===== config.mk =====
export PLATFORM = sky130hd
export DESIGN_NAME = pause_ctrl
export DESIGN_NICKNAME = d
export VERILOG_FILES = /design/src/rtl/pause_ctrl.sv
export SDC_FILE = /design/constraint.sdc
export NUM_CORES = 1
export LEC_CHECK = 0
export BUFFER_PORTS_ARGS = -buffer_cell sky130_fd_sc_hd__buf_2
export CAP_MARGIN = 20
export CORE_ASPECT_RATIO = 0.8
export CORE_MARGIN = 3
export CORE_UTILIZATION = 30
export DETAILED_ROUTE_END_ITERATION = 7
export SETUP_SLACK_MARGIN = 0.05
export SYNTH_ARGS = -nofsm -noshare
export SYNTH_HDL_FRONTEND = slang
export SYNTH_SLANG_ARGS = --single-unit

===== constraint.sdc =====
create_clock -name Clk -period 1.7 [get_ports Clk]
set_input_delay 0.17 -clock Clk [delete_from_list [all_inputs] [get_ports Clk]]
set_output_delay 0.17 -clock Clk [all_outputs]
set_load 0.02 [all_outputs]

===== src/rtl/pause_ctrl.sv =====
// Pipeline pause/flush controller: memory-wait stalls, branch flushes and load-use bubbles.
// Optional memory-wait abort counter enabled by defining PAUSE_CTRL_TIMEOUT_EN.
module pause_ctrl #(
    parameter int unsigned TIMEOUT_CYCLES = 255
) (
    input  logic        Clk,
    input  logic        Rst,
    input  logic [3:0]  IdRs1Idx,
    input  logic [3:0]  IdRs2Idx,
    input  logic        IdUseRs1,
    input  logic        IdUseRs2,
    input  logic        ExMemRead,
    input  logic [3:0]  ExWriteIdx,
    input  logic        BranchTaken,
    input  logic        MemReq,
    input  logic        MemAck,
    output logic        PauseIf,
    output logic        PauseId,
    output logic        PauseEx,
    output logic        FlushId,
    output logic        BubbleEx,
    output logic        MemTimeout,
    output logic [15:0] StallCount
);

    typedef enum logic {
        RUN,
        MEM_WAIT
    } state_t;

    state_t state, state_nxt;
    logic   pend_flush, pend_flush_nxt;
    logic   load_use;
    logic   mem_done;
    logic   timeout;
    logic   pause_if, pause_id, pause_ex, flush_id, bubble_ex;

    assign load_use = ExMemRead &
                      ((IdUseRs1 & (IdRs1Idx == ExWriteIdx)) |
                       (IdUseRs2 & (IdRs2Idx == ExWriteIdx)));

`ifdef PAUSE_CTRL_TIMEOUT_EN
    logic [7:0] wait_cnt;

    // Timeout fires in the wait cycle that would bring the count up to TIMEOUT_CYCLES.
    assign timeout = (state == MEM_WAIT) && !MemAck &&
                     (wait_cnt == 8'(TIMEOUT_CYCLES - 1));

    always_ff @(posedge Clk or negedge Rst) begin
        if (!Rst) begin
            wait_cnt <= 8'd0;
        end else if (state == RUN) begin
            wait_cnt <= 8'd0;
        end else if (!MemAck) begin
            wait_cnt <= wait_cnt + 8'd1;
        end
    end
`else
    logic unused_timeout_cfg;

    assign unused_timeout_cfg = ^TIMEOUT_CYCLES;
    assign timeout            = 1'b0;
`endif

    assign mem_done = MemAck | timeout;

    always_ff @(posedge Clk or negedge Rst) begin
        if (!Rst) begin
            state      <= RUN;
            pend_flush <= 1'b0;
        end else begin
            state      <= state_nxt;
            pend_flush <= pend_flush_nxt;
        end
    end

    // Priority in both states: memory stall, then flush, then load-use bubble.
    always_comb begin
        state_nxt      = state;
        pend_flush_nxt = pend_flush;
        pause_if       = 1'b0;
        pause_id       = 1'b0;
        pause_ex       = 1'b0;
        flush_id       = 1'b0;
        bubble_ex      = 1'b0;
        case (state)
            RUN: begin
                if (MemReq && !MemAck) begin
                    pause_if       = 1'b1;
                    pause_id       = 1'b1;
                    pause_ex       = 1'b1;
                    state_nxt      = MEM_WAIT;
                    pend_flush_nxt = BranchTaken;
                end else if (BranchTaken) begin
                    flush_id  = 1'b1;
                    bubble_ex = 1'b1;
                end else if (load_use) begin
                    pause_if  = 1'b1;
                    pause_id  = 1'b1;
                    bubble_ex = 1'b1;
                end
            end
            MEM_WAIT: begin
                if (mem_done) begin
                    state_nxt      = RUN;
                    pend_flush_nxt = 1'b0;
                    // A branch seen on the release cycle is folded in like a pending one.
                    if (pend_flush || BranchTaken) begin
                        flush_id  = 1'b1;
                        bubble_ex = 1'b1;
                    end else if (load_use) begin
                        pause_if  = 1'b1;
                        pause_id  = 1'b1;
                        bubble_ex = 1'b1;
                    end
                end else begin
                    pause_if       = 1'b1;
                    pause_id       = 1'b1;
                    pause_ex       = 1'b1;
                    pend_flush_nxt = pend_flush | BranchTaken;
                end
            end
            default: begin
                state_nxt      = RUN;
                pend_flush_nxt = 1'b0;
            end
        endcase
    end

    // Gating with Rst releases every pause immediately when reset asserts mid-wait.
    assign PauseIf    = Rst & pause_if;
    assign PauseId    = Rst & pause_id;
    assign PauseEx    = Rst & pause_ex;
    assign FlushId    = Rst & flush_id;
    assign BubbleEx   = Rst & bubble_ex;
    assign MemTimeout = Rst & timeout;

    always_ff @(posedge Clk or negedge Rst) begin
        if (!Rst) begin
            StallCount <= 16'd0;
        end else if (PauseIf && (StallCount != 16'hFFFF)) begin
            StallCount <= StallCount + 16'd1;
        end
    end

endmodule


# After elaboration in Yosys (flattened, before gate mapping)

Cells that the tools add are included.

Bits in registers: 18
Input port bits: 20
Output and inout bits: 22

Add/sub/neg operators: 1
Equality and inequality tests: 4
Mux-type cells: 22
Bitwise logic cells: 10
Reductions and logical operators: 4

Operators by type and width:

| operator                                       | count |
|---|---|
| two-way mux 1 bit                              | 17 |
| adder 16 x 1 -> 16 bit (second input constant) | 1 |
| != test 16 bit (second input constant)         | 1 |
| case mux 1 bit (2 select lines)                | 5 |
| equality test 4 bit                            | 2 |
| bitwise AND 1 bit                              | 7 |
| logical AND 1 bit                              | 2 |
| != test 2 bit (second input constant)          | 1 |
| bitwise OR 1 bit                               | 2 |
| logical NOT 1 bit                              | 1 |
| logical OR 1 bit                               | 1 |
| NOT 1 bit                                      | 1 |

# Logic depth before layout (Yosys ltp)

Depth after elaboration: 10
Gate-level depth with buffers: 8

# Worst setup path before layout

OpenSTA, ideal clock, no wires.

Kind: register to register
From: register StallCount[0]
To: register StallCount[1]
Arrival time: 1.871 ns
Data required time: 1.575 ns
Slack: -0.296 ns
Stages on the path, launching flop included: 7
Buffers on the path: 0
Cells stage by stage: dfrtp_1 ha_1 nand3_1 nor3_1 nand4_2 o31ai_4 mux2_4

Cells in the longest elaborated chain, start to end: 2

Ends and longest elaborated chain:

| element                                                                        | RTL line | source |
|---|---|---|
| start: declaration                                                             | 23       | `output logic [15:0] StallCount` |
| start signal: assignment                                                       | 142      | `StallCount <= StallCount + 16'd1;` |
| parallel branches: the longest is 2 deep, another holds adder 16 x 1 -> 16 bit | n/a      |  |

Parallel ways; which one is timed is not known.
A chain may end at the register's enable or synchronous reset.

# Final worst setup path

From: register state
To: output PauseId

Cells in the longest elaborated chain, start to end: 3

Ends and longest elaborated chain:

| element                             | RTL line | source |
|---|---|---|
| start: declaration                  | 31       | `state_t state, state_nxt;` |
| start signal: assignment            | 72       | `state <= state_nxt;` |
| NOT 1 bit                           | n/a      |  |
| case mux 1 bit (2 select lines) (*) | 86       | `case (state)` |
| bitwise AND 1 bit (*)               | 132      | `assign PauseId = Rst & pause_id;` |
| end: declaration                    | 18       | `output logic PauseId,` |

Every way passes the cells marked *; elsewhere a longest branch is shown, timed or not.

==> impl_summary.md <==
CTS
The maximum clock insertion buffer count is 2. The total clock buffers created by CTS is 3. Clock tree synthesis found a total of 18 sinks. The count of H-tree levels built during CTS is 1.

At the later pin of the worst-skew pair, clock insertion delay measures 250 ps. After clock tree synthesis, the clock-pin slew on the worst setup and hold paths is 70 ps. The CTS tree is done. The root buffer cell is sky130_fd_sc_hd__clkbuf_8.

STA
Setup slack on the critical path of the routed design comes to -159 ps. The clock arrives with 1.09 ps of skew. The final hold violation count is 0. Setup repair after global routing could not meet its margin everywhere. The number of pins exceeding their max-slew limit in the final report is 0.

After layout, the minimum clock period comes to 1860 ps. After routing, the total negative slack on setup checks comes to -734 ps. The final setup violation count is 10. Based on the critical path, the design can be clocked at up to 538 MHz. The post-route worst hold slack is 168 ps. The ratio of final minimum period to clock period is 109%.

Synthesis
The number of nets in the synthesized netlist is 128. A synthesized cell averages 10.2 um2. During synthesis, Yosys emitted a total of 0 warnings. The post-synthesis async set-or-reset flop share is 100%. The number of standard cells after synthesis is 107. In this run, synthesis inferred 0 flip-flops with an integrated enable. Among all flip-flop cells after synthesis, the most frequent one is sky130_fd_sc_hd__dfrtp_1.

The combined area of all synthesized cells is 1090 um2. The number of flip-flops and latches in the synthesized netlist is 18. Of the synthesized area, sequential elements account for 41.3%.

Synthesis instantiated 35 different standard cells from the library.

Global routing
The via count of the first global-routing pass is 1,013. The number of antenna violations at the first check in global routing is 0. Global routing used 14.4% of the available tracks.

The global-route wire length before repair is 4790 um. Entering global routing, the biggest net connects 17 pins. After global routing the overflow that remains totals 0.

Placement
In this run the tool buffered the top-level ports with 40 buffer cells. The total instance count after detailed placement is 199. In this run the cell area measured after placement is 1500 um2. The routability congestion estimate is 0.749.

The detailed-placement wirelength estimate is 2120 um.

Worst setup path
The library cell appearing most often on the critical path is sky130_fd_sc_hd__buf_6. The critical path arrival is 1690 ps. In this run the worst path has a maximum fanout of 3. The gate family responsible for the most delay along the worst path is simple AND/OR/NAND/NOR gates. The endpoint required time on the critical path is 1530 ps. The worst setup path is of the reg -> out kind.

The worst setup path is captured at an output port. The delay of the slowest cell on the worst path is 400 ps. The signal on the critical path passes through nor2_1 > or2_4 > inv_2 > and2_4 > or3_4 > buf_6 > buf_6. STA classifies the critical path startpoint as a flip-flop. Among all stages on the critical path, the largest delay is contributed by sky130_fd_sc_hd__dfrtp_1. Across all register-to-register paths, the minimum setup slack is -100 ps. Together, buffers and inverters on the worst path number 3.

Finish
The synthesis-to-finish area growth is 62.2%. The post-route cell area is 1770 um2. After the flow finishes, the layout carries non-filler instances totaling 220. Of the cells placed in the final design, the portion with a size suffix greater than 1 is 61.1%. The number of diodes is 0. The final layout contains 202 nets.

Floorplanning
Measured along the y axis, the die boundary spans 59.9 um. The floorplan step defined a core boundary enclosing 3290 um2. The die area is 4400 um2.

The site row count is 18. The initial cell density of the core is 33.2%. From left edge to right edge, the die measures 73.4 um.

The boundary pin count is 42.

Routing
The wire length per cell after detailed routing is 13.3 um. The detailed router's first-iteration violation count is 43. The remaining routing DRC violations is 0. Dividing the detail-routed via count by the number of cells gives 4.77. After detailed routing, the total wire length is 2940 um. Across all layers, the routed design uses 1,050 vias. The count of nets left with antenna violations once routing finished came out at 0. The number of iterations in the first detailed-routing pass is 4.

Flow run
The count of max-cap constraint violations is 0.

Status
The checks that failed: setup timing. The run finished, with violations left.

Power and ir drop
For this design the static power due to leakage is 0.897 nW. Across the VDD grid, the largest voltage drop is 0.922 mV. The power density over cell area is 842 nW/um2. The total design power is 1.49 mW.

Hold path
The path type of the worst min-delay path is in -> reg.
==> metal layers <==
metal	global-route usage [%]	wire length [um]
met5	0	0
met4	3.36	11
met3	4.37	131
met2	21.1	1420
met1	20.7	1370
==> synth_stat cells (2+ instances only) <==
cell type	count	area share (%)
sky130_fd_sc_hd__mux2_4	2	2.8
sky130_fd_sc_hd__buf_4	2	1.4
sky130_fd_sc_hd__xor2_1	8	6.4
sky130_fd_sc_hd__nand2_1	7	2.4
sky130_fd_sc_hd__nor2_1	9	3.1
sky130_fd_sc_hd__xnor2_1	11	8.8
sky130_fd_sc_hd__a21oi_1	5	2.3
sky130_fd_sc_hd__nor3_4	2	3.0
sky130_fd_sc_hd__dfrtp_1	18	41
sky130_fd_sc_hd__nand4_2	2	2.3
sky130_fd_sc_hd__and3_1	3	1.7
sky130_fd_sc_hd__nand3_1	11	5.0
sky130_fd_sc_hd__nor3_1	5	2.3
==> layout make-up <==
| cell class | count | area, um2 |
|---|---|---|
| Clock buffer | 4 | 45.0 |
| Fill cell | 299 | 1520 |
| Inverter | 2 | 7.51 |
| Multi-Input combinational cell | 84 | 712 |
| Sequential cell | 18 | 458 |
| Tap cell | 40 | 50.0 |
| Timing Repair Buffer | 72 | 497 |
==> through the flow <==
step,util (%),setup slack (ps)
after global placement,45.5,-73.6
after global routing,53.8,-211
final,53.8,-159
after CTS,51.3,-157
after floorplan,-,-89.3
after detailed placement,45.5,-123
==> flip-flops by register name (all words and copies together), names as in the netlist <==
signal      cells
StallCount     16
state           1
pend_flush      1
==> cell families (layout without fill, tap and decap cells) <==
| logic type | after synthesis | count (layout) | share of synthesized area, % |
|---|---|---|---|
| buffers and inverters | 5 | 78 | 3.10 |
| adders and majority gates | 1 | 1 | 1.15 |
| AOI/OAI and AO/OA | 12 | 12 | 9.06 |
| muxes | 2 | 2 | 2.75 |
| and+or+nand+nor | 49 | 49 | 27.1 |
| xor gates and xnor gates | 19 | 19 | 15.3 |
| DFF | 18 | 18 | 41.3 |
| other | 1 | 1 | 0.344 |
==> report_power, final <==
part / internal [mW] / switching, mW
clock network: 0.167 / 0.149
logic: 0.299 / 0.292
registers: 0.498 / 0.0857
total: 0.964 / 0.526
==> worst paths after layout <==
kind,start,end,cells after the start
setup / recovery,state$_DFF_PN0_,PauseId,7
hold / removal,MemAck,pend_flush$_DFFE_PN0P_,2
setup reg to reg,state$_DFF_PN0_,StallCount[15]$_DFFE_PN0P_,8
hold reg to reg,StallCount[10]$_DFFE_PN0P_,StallCount[10]$_DFFE_PN0P_,1
max in group asynchronous,Rst,StallCount[9]$_DFFE_PN0P_,3
min in group asynchronous,Rst,state$_DFF_PN0_,2
==> layout by cell type, fill, tap and decap left out, drive strengths merged <==
| cell | Yosys | final |
|---|---|---|
| and2 | 1 | 1 |
| nor2 | 9 | 9 |
| mux2 | 2 | 2 |
| or3 | 1 | 1 |
| a41oi | 1 | 1 |
| xnor2 | 11 | 11 |
| conb | 1 | 1 |
| and3 | 3 | 3 |
| nor2b | 1 | 1 |
| nand2b | 1 | 1 |
| a211oi | 1 | 1 |
| a32oi | 1 | 1 |
| clkbuf | 0 | 4 |
| a21oi | 5 | 5 |
| inv | 2 | 2 |
| nand4 | 3 | 3 |
| buf | 3 | 70 |
| and4 | 2 | 2 |
| o31ai | 1 | 1 |
| xor2 | 8 | 8 |
| nand2 | 8 | 8 |
| and4b | 1 | 1 |
| dfrtp | 18 | 18 |
| nand3 | 11 | 11 |
| dlygate4sd3 | 0 | 2 |
| nor3 | 7 | 7 |
| or2 | 1 | 1 |
| ha | 1 | 1 |
| o221ai | 1 | 1 |
| a31oi | 2 | 2 |
==> repair_timing <==
item / 4_1_cts / 5_1_grt
gates resized for setup: 14 / 12
endpoints found under the hold margin: 2 / 2
setup buffers: 12 / 3
endpoints found under the setup margin: 17 / 20
cloned: 0 / 0
pin swaps: 12 / 9
No activity file was read; power rests on OpenSTA's default activity.
